[src/rtl/compare_pkg.sv]
// Shared types and helpers for the LSB-first serial magnitude comparator.
package compare_pkg;

    typedef enum logic [1:0] {
        IDLE = 2'd0,
        SCAN = 2'd1,
        DONE = 2'd2
    } cmp_state_t;

    localparam int CMP_WIDTH_DEFAULT = 4;

    function automatic int cmp_cnt_w(input int width);
        return $clog2(width);
    endfunction

endpackage

[src/rtl/serial_cmp_step.sv]
// One bit-step of the LSB-first compare. Define COMPARE_SERIAL_SIGNED_EN to
// treat the MSB step as a two's-complement sign bit.
module serial_cmp_step (
    input  logic ai,
    input  logic bi,
    input  logic gt_in,
    input  logic eq_in,
    input  logic msb_step,
    output logic gt_out,
    output logic eq_out
);

    logic w_diff;
    logic w_gt_bit;

    assign w_diff = ai ^ bi;

`ifdef COMPARE_SERIAL_SIGNED_EN
    // A set sign bit on A makes A the smaller operand.
    assign w_gt_bit = msb_step ? bi : ai;
`else
    logic w_unused_msb;
    assign w_unused_msb = msb_step;
    assign w_gt_bit     = ai;
`endif

    // Later (higher-order) differences override whatever lower bits decided.
    assign gt_out = w_diff ? w_gt_bit : gt_in;
    assign eq_out = eq_in & ~w_diff;

endmodule

[src/rtl/compare_serial_lsb.sv]
// Bit-serial LSB-first magnitude comparator with valid/ready on both sides.
// Optional signed compare: define COMPARE_SERIAL_SIGNED_EN.
module compare_serial_lsb
    import compare_pkg::*;
#(
    parameter int WIDTH = CMP_WIDTH_DEFAULT
) (
    input  logic             clk,
    input  logic             rst,
    input  logic             in_valid,
    output logic             in_ready,
    input  logic [WIDTH-1:0] a,
    input  logic [WIDTH-1:0] b,
    output logic             out_valid,
    input  logic             out_ready,
    output logic             a_greater_b,
    output logic             a_equal_b,
    output logic             a_less_b,
    output logic             busy,
    output logic [1:0]       dbg_state,
    output logic             dbg_eq
);

    localparam int CNT_W = cmp_cnt_w(WIDTH);

    // Handshakes: a transfer happens on a rising edge where valid && ready.
    // in_ready is high only in IDLE; out_valid only in DONE, and the flags
    // hold steady there until out_ready is seen.
    cmp_state_t        r_state;
    logic [WIDTH-1:0]  r_a;
    logic [WIDTH-1:0]  r_b;
    logic [CNT_W-1:0]  r_cnt;
    logic              r_gt;
    logic              r_eq;

    logic              w_last;
    logic              w_gt_next;
    logic              w_eq_next;
    logic              w_done;

    assign w_last = (r_cnt == CNT_W'(WIDTH - 1));

    serial_cmp_step u_step (
        .ai       (r_a[0]),
        .bi       (r_b[0]),
        .gt_in    (r_gt),
        .eq_in    (r_eq),
        .msb_step (w_last),
        .gt_out   (w_gt_next),
        .eq_out   (w_eq_next)
    );

    always_ff @(posedge clk or posedge rst) begin
        if (rst) begin
            r_state <= IDLE;
            r_a     <= '0;
            r_b     <= '0;
            r_cnt   <= '0;
            r_gt    <= 1'b0;
            r_eq    <= 1'b1;
        end else begin
            case (r_state)
                IDLE: begin
                    if (in_valid) begin
                        r_a     <= a;
                        r_b     <= b;
                        r_gt    <= 1'b0;
                        r_eq    <= 1'b1;
                        r_cnt   <= '0;
                        r_state <= SCAN;
                    end
                end
                SCAN: begin
                    r_a   <= r_a >> 1;
                    r_b   <= r_b >> 1;
                    r_gt  <= w_gt_next;
                    r_eq  <= w_eq_next;
                    r_cnt <= r_cnt + CNT_W'(1);
                    if (w_last) begin
                        r_state <= DONE;
                    end
                end
                DONE: begin
                    if (out_ready) begin
                        r_state <= IDLE;
                    end
                end
                default: r_state <= IDLE;
            endcase
        end
    end

    assign w_done      = (r_state == DONE);
    assign in_ready    = (r_state == IDLE);
    assign busy        = (r_state == SCAN);
    assign out_valid   = w_done;
    assign a_greater_b = w_done & r_gt;
    assign a_equal_b   = w_done & r_eq;
    assign a_less_b    = w_done & ~r_gt & ~r_eq;
    assign dbg_state   = r_state;
    assign dbg_eq      = r_eq;

endmodule

[config.mk]
export PLATFORM = sky130hd
export DESIGN_NAME = compare_serial_lsb
export DESIGN_NICKNAME = d
export VERILOG_FILES = /design/src/rtl/compare_pkg.sv /design/src/rtl/serial_cmp_step.sv /design/src/rtl/compare_serial_lsb.sv
export SDC_FILE = /design/constraint.sdc
export NUM_CORES = 1
export LEC_CHECK = 0
export BUFFER_PORTS_ARGS = -buffer_cell sky130_fd_sc_hd__buf_2
export CAP_MARGIN = 20
export CORE_MARGIN = 2
export CORE_UTILIZATION = 40
export CTS_CLUSTER_DIAMETER = 40
export DETAILED_ROUTE_END_ITERATION = 10
export GPL_ROUTABILITY_DRIVEN = 0
export PLACE_DENSITY = 0.6
export SYNTH_ARGS = -nofsm -noshare
export SYNTH_HDL_FRONTEND = slang
export SYNTH_SLANG_ARGS = --single-unit
[constraint.sdc]
create_clock -name clk -period 1.92 [get_ports clk]
set_clock_uncertainty 0.15 [all_clocks]
set_input_delay 0 -clock clk [delete_from_list [all_inputs] [get_ports clk]]
set_output_delay 0 -clock clk [all_outputs]
set_load 0.01 [all_outputs]
-- Word-level counts from Yosys, hierarchy flattened
Cells that the tools add are included.
- $add $sub $neg: 1
- bitwise logic cells: 9
- muxes and demuxes: 15
- reductions and logical operators: 5
- eq/ne operators: 7
- operators with widths (operator ; count):
    $pmux W4 S2 ; 2
    $mux W2 ; 4
    $mux W4 ; 2
    $pmux W2 S3 ; 1
    $reduce_and A3 Y1 ; 2
    $and A1 B1 Y1 ; 5
    $eq A2 B2 Y1 const B ; 2
    $ne A2 B1 Y1 const B ; 2
    $ne A2 B2 Y1 const B ; 2
    $pmux W1 S2 ; 2
    $pmux W2 S2 ; 1
    $mux W1 ; 3
    $not A1 Y1 ; 3
    $add A2 B1 Y2 const B ; 1
    $eq A2 B1 Y1 const B ; 1
    $logic_not A2 Y1 ; 1
    $reduce_and A2 Y1 ; 1
    $reduce_bool A2 Y1 ; 1
    $xor A1 B1 Y1 ; 1
- flip-flop bits (word level): 14
- bits of input ports: 12

-- Logic depth before layout (Yosys ltp)
Gate-level depths: netlist (run 1).
- depth in word-level cells: 4
- depth in mapped cells: 5
- depth with buffers taken out: 4

-- Hierarchy
Synthesis (run 1) repeated with hierarchy kept, for this count alone.
- cell total of the unflattened synthesis: 74
- area, all modules: 732.0 µm²
- modules (own cells, without submodules) (module ; cells each ; seq. area each (µm²) ; area each (µm²) ; instances):
    compare_serial_lsb ; 69 ; 351.6 ; 704.4 ; 1
    serial_cmp_step ; 5 ; 0.0 ; 27.5 ; 1

-- Worst setup path before layout (run 1)
OpenSTA, ideal clock, no wires.
- path type: register to register
- from: register r_state[0] (netlist: dbg_state[0])
- to: register r_cnt[0]
- stages on the path, launching flop included: 4
- slack: 0.672 ns
- library setup time: 0.125 ns
- required time: 1.645 ns
- buffers on the path: 1
- data arrival time: 0.973 ns
- path through: dfrtp_1 nor2b_1 buf_2 mux2_2
- longest elaborated chain between the ends: 3
- elaborated cells on any way between the ends: 6
- RTL lines (what ; line ; RTL):
    from (decl) ; compare_serial_lsb.sv:29 ; cmp_state_t r_state;
    from (signal assigned) ; compare_serial_lsb.sv:55 ; r_state <= IDLE;
    from (signal assigned) ; compare_serial_lsb.sv:70 ; r_state <= SCAN;
    from (signal assigned) ; compare_serial_lsb.sv:80 ; r_state <= DONE;
    $eq A2 B1 Y1 * ; -- ;
    net busy ; compare_serial_lsb.sv:19 ; output logic busy,
    $reduce_bool A2 Y1 (no line) ; -- ;
    $reduce_and A2 Y1 (no line) ; -- ;
    to (signal assigned) ; compare_serial_lsb.sv:78 ; r_cnt <= r_cnt + CNT_W'(1);
    to (decl) ; compare_serial_lsb.sv:32 ; logic [CNT_W-1:0] r_cnt;
Mark *: on every way through the listed nets, which the timed path passes. The rest lies on a longest branch.
A chain may end at the register's enable or synchronous reset.

-- Worst setup path after layout (run 1)
- from: register r_state[0] (netlist: dbg_state[0])
- to: output busy
- longest elaborated chain between the ends: 1
- RTL lines (what ; line ; RTL):
    $eq A2 B1 Y1 ; compare_serial_lsb.sv:95 ; assign busy = (r_state == SCAN);
    to (decl) ; compare_serial_lsb.sv:19 ;
No other way between the ends.

==> metrics.md, run 1 <==
| Metric | Value |
|---|---|
| Area delta synth->final | 35.1% |
| Synth Area in Simple Gates | 0.168 |
| Worst EP required | 1.77 ns |
| Seq cells post-synth | 14 |
| Die extent in x | 46.2 um |
| Main combinational cell family by area after synthesis | compound AO/OA/AOI/OAI gates |
| Most frequent cells in the layout | 20 x buf_2, 13 x dfrtp_1, 10 x o21ai_0, 10 x dlygate4sd3_1, 7 x nand2_1 |
| 1st-pass router iterations | 4 |
| Post-synthesis adder-cell area fraction | 0.0175 |
| Max stage delay cell, worst path | dfrtp_1 |
| Reg2Reg Depth | 3 |
| Vias | 616 |
| Setup TNS | 0 ns |
| Share of the synthesized area in the top cell type | 0.456 |
| CTS tree | yes |
| Syn. warnings | 0 |
| Final Hold Fails | 0 |
| Layout cells sized above 1 | 0.301 |
| Net Count, Synth | 85 |
| Worst-path maximum fanout | 14 |
| Cells after synthesis | 72 |
| Total Die Area | 2140 um2 |
| RSZ-0062 raised after global routing | no |
| Max Slew Vio Count | 0 |
| Synthesized cell area | 713 um2 |
| Crit path from | dbg_state[0] |
| Reg-to-Reg Start | dbg_state[0] |
| Total chip power | 1.30 mW |
| Vias per std cell | 4.81 |
| Worst Hold Class | in -> reg |
| Chip height | 46.2 um |
| FF-to-FF End | r_b[1] |
| Post-Route Utilization | 0.564 |
| Grt peak-use layer | met2 |
| Compound-cell area share of the yosys netlist | 0.247 |
| Crit end category | primary output |
| Global-route wire length before repair | 2610 um |
| Rows | 15 |
| Initial Util | 0.418 |
| Data arrival time of the worst path | 1.51 ns |
| Peak supply drop | 0.000715 V |
| Slew HR | 0.636 |
| Met3 Usage GRT | 0.0235 |
| Latest clock arrival within the worst-skew pair | 0.27 ns |
| H-Tree Depth | 1 |
| Met2 usage | 0.281 |
| CP Cell Sequence | nor2b_1, buf_2 |
| Final setup fails | 0 |
| Vias in the first global route | 624 |
| CP Launch Type | flip-flop |
| Worst R2R Setup Slack | 0.45 ns |
| Crit path to | busy |
| GR Util met1 | 0.222 |
| Post-Synth XOR/XNOR Area | 0.0123 |
| Area contributors post-synth | dfrtp_1 46%, o21ai_0 7.0%, a22oi_1 5.3% |
| Clock transition at the registers of the reported paths | 0.09 ns |
| Min Tclk post-route | 1.66 ns |
| N_diodes | 0 |
| Detailed Place HPWL | 1060 um |
| Most common cell after layout, fill and taps aside | buf_2 |
| Cell Pwr Density | 1350 nW/um2 |
| Final Non-Filler Cells | 128 |
| Crit Path Category | reg -> out |
| Final nets | 117 |
| Initial antenna violation count | 0 |
| Core box area | 1710 um2 |
| Leakage power | 0.473 nW |
| Avg Inst Size Synth | 9.91 um2 |
| Count of input and output buffers | 20 |
| Area leader, netlist | dfrtp_1 |
| Largest net degree at the start of global routing | 17 |
| Max-cap violations | 0 |
| DRC viols | 0 |
| Antenna Nets Post-Route | 0 |
| Clock Sinks | 14 |
| I/O pin count | 21 |
| Grt ovf | 0 |
| # fillers | 165 |
| Netlist cell types | 28 |
| CTS Buf Count | 3 |
| Post-synthesis mux area share | 0.0158 |
| Placed Instances | 114 |
| Slew @ Worst Pin | 0.545 ns |
| Total Routing Usage GR | 0.168 |
| Wirelength per Cell | 11.3 um |
| Iter 0 DRT Violations | 11 |
| Root buf cell | clkbuf_4 |
| Peak Freq | 602 MHz |
| Worst-case clock buffer depth | 2 |
| Fin crit share | 0.866 |
| Post-synthesis sequential area ratio | 0.493 |
| Final wirelength | 1450 um |
| Largest stage delay on the critical path | 0.55 ns |
| Status | finished, final reports clean |
==> through the flow <==
step / setup slack (ns) / instance area, um2 / hold WS, ns
2_1_floorplan: 0.672 / 713 / -0.261
3_3_place_gp: 0.481 / 827 / -0.0783
3_5_place_dp: 0.456 / 827 / -0.0683
4_1_cts: 0.233 / 963 / 0.0343
5_1_grt: 0.131 / 963 / 0.0794
6_report: 0.258 / 963 / 0.0246
==> cells by family (layout without fill, tap and decap cells) <==
logic type	count (synthesis)	after routing
flip-flops	14	14
multiplexers	1	1
adder cells (fa/ha/maj)	1	1
buffers and inverters	7	38
XOR/XNOR	1	1
AND/OR/NAND/NOR	21	21
AO/OA/AOI/OAI	27	27
==> final cells by class <==
cell class                      instances  area (um2)  share of cell area
Sequential cell                        14         352               0.365
Timing Repair Buffer                   30         200               0.208
Tap cell                               25        31.3              0.0325
Clock buffer                            4        36.3              0.0377
Inverter                                4        15.0              0.0156
Multi-Input combinational cell         51         329               0.342
==> flip-flops by register name, indices dropped and copies added (netlist names) <==
register,count
r_a,4
r_b,4
dbg_state,2
r_cnt,2
dbg_eq,1
r_gt,1
==> cell usage after synthesis, drive strengths merged <==
| cell | count |
|---|---|
| dfrtp | 13 |
| o21ai | 10 |
| nand2 | 7 |
| and2b | 6 |
| a22oi | 5 |
| a21oi | 4 |
| inv | 4 |
| and2 | 3 |
| buf | 3 |
| a22o | 2 |
| nor2 | 2 |
| a2bb2oi | 1 |
| a31oi | 1 |
| a32o | 1 |
| dfstp | 1 |
| ha | 1 |
| mux2 | 1 |
| nand2b | 1 |
| nor2b | 1 |
| nor3 | 1 |
| o21ba | 1 |
| o21bai | 1 |
| o311ai | 1 |
| xnor2 | 1 |
==> worst min path at each step <==
stage | from | slack, ns | cells past startpoint | endpoint
CTS | in_valid | 0.03 | 3 | r_a[2]
floorplan | rst | -0.26 | 1 | dbg_state[0]
global placement | rst | -0.08 | 2 | dbg_state[1]
finish | in_valid | 0.02 | 3 | r_a[2]
detailed placement | rst | -0.07 | 2 | dbg_state[1]
global route | in_valid | 0.08 | 3 | r_a[2]
==> worst max-delay path, delay by kind of cell, from the launching register on <==
family / cells / cell delay (ns)
buffers and inverters: 1 / 0.23
flip-flops: 1 / 0.55
AND/OR/NAND/NOR: 1 / 0.47
==> power by group <==
part / total (mW) / internal, mW / switching [mW]
Clock: 0.207 / 0.115 / 0.0918
Combinational: 0.518 / 0.267 / 0.251
Sequential: 0.571 / 0.428 / 0.144
Total: 1.30 / 0.809 / 0.487
==> per-layer routing <==
layer / wire length, um / up-vias
li1: - / 317
met1: 684 / 281
met2: 685 / 16
met3: 63 / 2
met4: 14 / 0
met5: 0 / -
==> timing repair <==
| item | CTS | global route |
|---|---|---|
| hold buffers | 10 | 0 |
| setup endpoints to repair | 0 | 0 |
| gates resized for setup | 0 | 0 |
| setup buffers | 0 | 0 |
| endpoints found under the hold margin | 23 | 0 |
No activity file was read; power rests on OpenSTA's default activity.
==> run 2: changes to the inputs <==
ABC_AREA = 1   (was default)
PLACE_DENSITY = 0.61   (was 0.6)
==> metrics.md, run 2 <==
| Metric | Value |
|---|---|
| Status | finished, final reports clean |
| Post-synthesis sequential area ratio | 0.507 |
| Seq cells post-synth | 14 |
| Area contributors post-synth | dfrtp_1 47%, nand3_1 17%, nand2_1 12% |
| Fraction of registers with async set or reset after synthesis | 1.00 |
| Chip height | 45.6 um |
| Iter 0 DRT Violations | 14 |
| CP Cell Sequence | nor2_2, nand3_1, dlygate4sd3_1, nand3_1 |
| 1st-pass router iterations | 4 |
| Share of the synthesized area in the top cell type | 0.469 |
| Met2 wire length | 825 um |
| Syn. warnings | 0 |
| H-Tree Depth | 1 |
| RSZ-0062 raised after global routing | no |
| CTS tree | yes |
| Crit path to | r_a[0] |
| Latest clock arrival within the worst-skew pair | 0.28 ns |
| Crit path buf inv count | 1 |
| Count of input and output buffers | 20 |
| Hold Buf Count CTS | 17 |
| Most used cell, CP | nand3_1 |
| Slew HR | 0.635 |
| Cells after synthesis | 86 |
| Switching power of the nets | 0.538 mW |
| Fin crit share | 0.938 |
| Total Die Area | 2080 um2 |
| Die extent in x | 45.6 um |
| Clock share of power | 0.163 |
| Worst R2R Setup Slack | 0.12 ns |
| Post-CTS sizing | 0 |
| Netlist cell types | 15 |
| CP top delay family | buffers and inverters |
| Global-route wire length before repair | 2470 um |
| Levels on crit path | 4 |
| WL met1 | 714 um |
| CTS Buf Count | 3 |
| Min Tclk post-route | 1.80 ns |
| DRC viols | 0 |
| Top-count cell post-synth | nand3_1 |
| Cell Pwr Density | 1310 nW/um2 |
| Metal3 WL | 45 um |
| Max-cap violations | 0 |
| Top cells by count, synth | 24 x nand3_1, 23 x nand2_1, 13 x dfrtp_1 |
| Wirelength per Cell | 11.5 um |
| Peak supply drop | 0.000710 V |
| Core box area | 1670 um2 |
| Max Slew Vio Count | 0 |
| Crit end category | flip-flop |
| N_diodes | 0 |
| Peak Freq | 555 MHz |
| Vias | 702 |
| Layout cells sized above 1 | 0.234 |
| I/O pin count | 21 |
| Largest stage delay on the critical path | 0.60 ns |
| Worst-path maximum fanout | 8 |
| Net Count, Synth | 99 |
| Total Routing Usage GR | 0.171 |
| Antenna Nets Post-Route | 0 |
| Comb power frac | 0.445 |
| Sequential power share | 0.392 |
| Clock Sinks | 14 |
| Data arrival time of the worst path | 1.87 ns |
| Detailed Place HPWL | 1030 um |
| Post-synth EDFFs | 0 |
| CP Launch Type | flip-flop |
| Final Hold Fails | 0 |
| Setup TNS | 0 ns |
| Crit path from | dbg_state[1] |
| Vias per std cell | 4.98 |
| Post-Route Utilization | 0.597 |
| Vias in the first global route | 594 |
| Crit Path Category | reg -> reg |
| Most frequent cells in the layout | 24 x nand3_1, 23 x nand2_1, 20 x buf_2 |
| Final nets | 138 |
| Worst Hold Class | in -> async |
| Initial Util | 0.415 |
| Worst-case clock buffer depth | 2 |
| Worst EP required | 1.99 ns |
| Hold_ws | 0.149 ns |
| Largest net degree at the start of global routing | 15 |
| FF-to-FF End | r_a[0] |
| Leakage power | 0.535 nW |
| Reg-to-Reg Start | dbg_state[1] |
| Biggest registers after layout | r_a (4), r_b (4) |
| Internal Power | 0.765 mW |
| Avg Inst Size Synth | 8.06 um2 |
| Ys flop type | dfrtp_1 |
| Max stage delay cell, worst path | dlygate4sd3_1 |
| Final wirelength | 1620 um |
| Area leader, netlist | dfrtp_1 |
| Total chip power | 1.30 mW |
| Area delta synth->final | 43.9% |
| Reg2Reg Depth | 4 |
| Post-CTS setup buffers | 0 |
| Switching Fraction | 0.413 |
| Synthesized cell area | 693 um2 |
| Uppermost layer routed | met4 |
| Clock transition at the registers of the reported paths | 0.08 ns |
| Slew @ Worst Pin | 0.547 ns |
| Most common cell after layout, fill and taps aside | nand3_1 |
| Root buf cell | clkbuf_4 |
| Grt ovf | 0 |
| Rows | 15 |
| Final setup fails | 0 |
| Initial antenna violation count | 0 |
==> run 2: stage by stage <==
stage / instances / area (um2) / worst slack [ns]
2_1_floorplan: 86 / 693 / 0.691
3_3_place_gp: 120 / 791 / 0.660
3_5_place_dp: 120 / 791 / 0.594
4_1_cts: 141 / 997 / 0.147
5_1_grt: 141 / 997 / 0.0431
6_report: 141 / 997 / 0.118
==> run 2: how the worst min path moves through the flow <==
stage              endpoint  depth (start not counted)  from
6_report             r_a[3]                          3   rst
5_1_grt              r_a[3]                          3   rst
4_1_cts              r_a[3]                          3   rst
3_5_place_dp         r_a[3]                          2   rst
3_3_place_gp       r_cnt[1]                          2   rst
2_1_floorplan  dbg_state[0]                          1   rst
==> run 2: final cells by class <==
type,instances,area [um2]
fillers,152,673
flip-flops and latches,14,352
multi-input cells,59,280
clock buffers,4,36.3
repair buffers,37,270
well taps,17,21.3
inverters,10,37.5
==> run 2: routing by layer <==
layer / GRT usage / vias to the layer above
met3: 0.0278 / 5
li1: - / 351
met1: 0.193 / 332
met5: 0 / -
met4: 0.112 / 0
met2: 0.293 / 14
==> run 2: power by group through the flow <==
stage	registers [mW]	logic [mW]	clock network [mW]
floorplan	0.516	0.416	0
global placement	0.515	0.523	0
detailed placement	0.517	0.538	0
CTS	0.512	0.587	0.220
global route	0.527	0.655	0.232
finish	0.511	0.580	0.212
==> run 2: cell families (layout without fill, tap and decap cells) <==
logic type               count (synthesis)  in the layout  synth area share
buffers and inverters                   13             51            0.0884
AND/OR/NAND/NOR                         55             55             0.365
adder cells (fa/ha/maj)                  1              1            0.0180
flip-flops                              14             14             0.507
AO/OA/AOI/OAI                            3              3            0.0217
==> run 2: tightest hold or removal path, delay by kind of cell <==
| kind | cells | cell delay (ns) |
|---|---|---|
| buffers and inverters | 3 | 1.05 |
==> run 3: changes to the inputs <==
CTS_BUF_LIST = sky130_fd_sc_hd__clkbuf_16   (was default)
==> metrics.md, run 3 (synthesized netlist as in run 2, its figures left out) <==
| Metric | Value |
|---|---|
| Wirelength per Cell | 12.0 um |
| Setup ws final | 0.101 ns |
| Setup TNS | 0 ns |
| Final Instance Area | 1030 um2 |
| Placed Instances | 120 |
| Most common cell after layout, fill and taps aside | nand3_1 |
| # fillers | 148 |
| Latest clock arrival within the worst-skew pair | 0.24 ns |
| Detailed Place HPWL | 1030 um |
| CTS Buf Count | 3 |
| Worst EP required | 1.95 ns |
| Vias in the first global route | 602 |
| Most used cell, CP | nand3_1 |
| Peak supply drop | 0.000750 V |
| Rows | 15 |
| DRC viols | 0 |
| RSZ-0062 raised after global routing | no |
| Total chip power | 1.49 mW |
| Peak Freq | 550 MHz |
| Max stage delay cell, worst path | dlygate4sd3_1 |
| Vias per std cell | 5.04 |
| Area delta synth->final | 48.6% |
| Clock Sinks | 14 |
| Worst-path maximum fanout | 8 |
| Max-cap violations | 0 |
| Final Non-Filler Cells | 140 |
| H-Tree Depth | 1 |
| Grt ovf | 0 |
| Status | finished, final reports clean |
| Fin crit share | 0.947 |
| Worst-case clock buffer depth | 2 |
| Root buf cell | clkbuf_16 |
| Post-CTS sizing | 0 |
| Crit end category | flip-flop |
| Chip height | 45.6 um |
| Worst Hold Class | in -> async |
| Biggest registers after layout | r_a (4), r_b (4) |
| Initial antenna violation count | 0 |
| Data arrival time of the worst path | 1.85 ns |
| Final Hold Fails | 0 |
| CP Cell Sequence | nor2_2, nand3_1, dlygate4sd3_1, nand3_1 |
| Layout cells sized above 1 | 0.228 |
| Clock transition at the registers of the reported paths | 0.05 ns |
| Initial Util | 0.415 |
| Die extent in x | 45.6 um |
| Antenna Nets Post-Route | 0 |
| Slew @ Worst Pin | 0.539 ns |
| Max Slew Vio Count | 0 |
| Post-Route Utilization | 0.616 |
| CP Launch Type | flip-flop |
| Global-route wire length before repair | 2570 um |
| Cell Pwr Density | 1440 nW/um2 |
| Total Die Area | 2080 um2 |
| Final nets | 137 |
| CTS tree | yes |
| Vias | 706 |
| 1st-pass router iterations | 4 |
| Final wirelength | 1680 um |
| Largest net degree at the start of global routing | 15 |
| Core box area | 1670 um2 |
| Most frequent cells in the layout | 24 x nand3_1, 23 x nand2_1, 20 x buf_2 |
| Crit Path Category | reg -> reg |
| I/O pin count | 21 |
| Iter 0 DRT Violations | 11 |
| Total Routing Usage GR | 0.178 |
| Final setup fails | 0 |
| N_diodes | 0 |
| Hold_ws | 0.198 ns |
| Min Tclk post-route | 1.82 ns |
| Largest stage delay on the critical path | 0.60 ns |
| Place WS | 0.594 ns |
| Leakage power | 0.551 nW |
| Placed cell area | 791 um2 |
| Count of input and output buffers | 20 |
| Slew HR | 0.640 |
## run 3: changes by cell type in the layout (fill, tap and decap cells not counted), sizes merged
| cell | change |
|---|---|
| clkbuf | -1 |
| clkinv | +1 |
| dlygate4sd3 | -1 |
## run 3: final timing paths
path	depth (start not counted)	to	from	slack, ns
setup / recovery	4	r_a[1]	dbg_state[1]	0.10
hold / removal	3	r_a[2]	rst	0.20
setup reg to reg	4	r_a[1]	dbg_state[1]	0.10
hold reg to reg	2	r_a[0]	r_a[1]	0.35
max in group asynchronous	3	dbg_eq	rst	1.06
min in group clk	4	r_b[3]	b[3]	0.33
## run 3: layout make-up
cell class              count  area, um2  share of cell area
clock buffers               3       75.1              0.0729
clock inverters             1       3.75             0.00365
inverters                  10       37.5              0.0365
multi-input cells          59        280               0.272
flip-flops and latches     14        352               0.341
well taps                  17       21.3              0.0207
repair buffers             36        260               0.253
## run 3: where the power goes
part	leakage [nW]	switching [mW]	total [mW]	internal, mW
registers	0.177	0.0874	0.513	0.426
logic	0.335	0.362	0.584	0.222
clock network	0.0385	0.116	0.390	0.275
total	0.551	0.565	1.49	0.922
## run 3: per-layer routing
layer | routed length [um] | up-vias | GRT usage
met3 | 68 | 2 | 0.0397
met2 | 890 | 17 | 0.299
met4 | 10 | 0 | 0.100
met1 | 708 | 336 | 0.206
met5 | 0 | - | 0
li1 | - | 351 | -
## run 3: worst max-delay path: cells and delay by family, from the launching register on
kind                   cells  cell delay, ns
buffers and inverters      1            0.60
flip-flops                 1            0.42
AND/OR/NAND/NOR            3            0.58
## run 3: repair_timing
item / in CTS / in global routing
hold buffers: 16 / 0
endpoints found under the hold margin: 23 / 0
setup buffers: 0 / 0
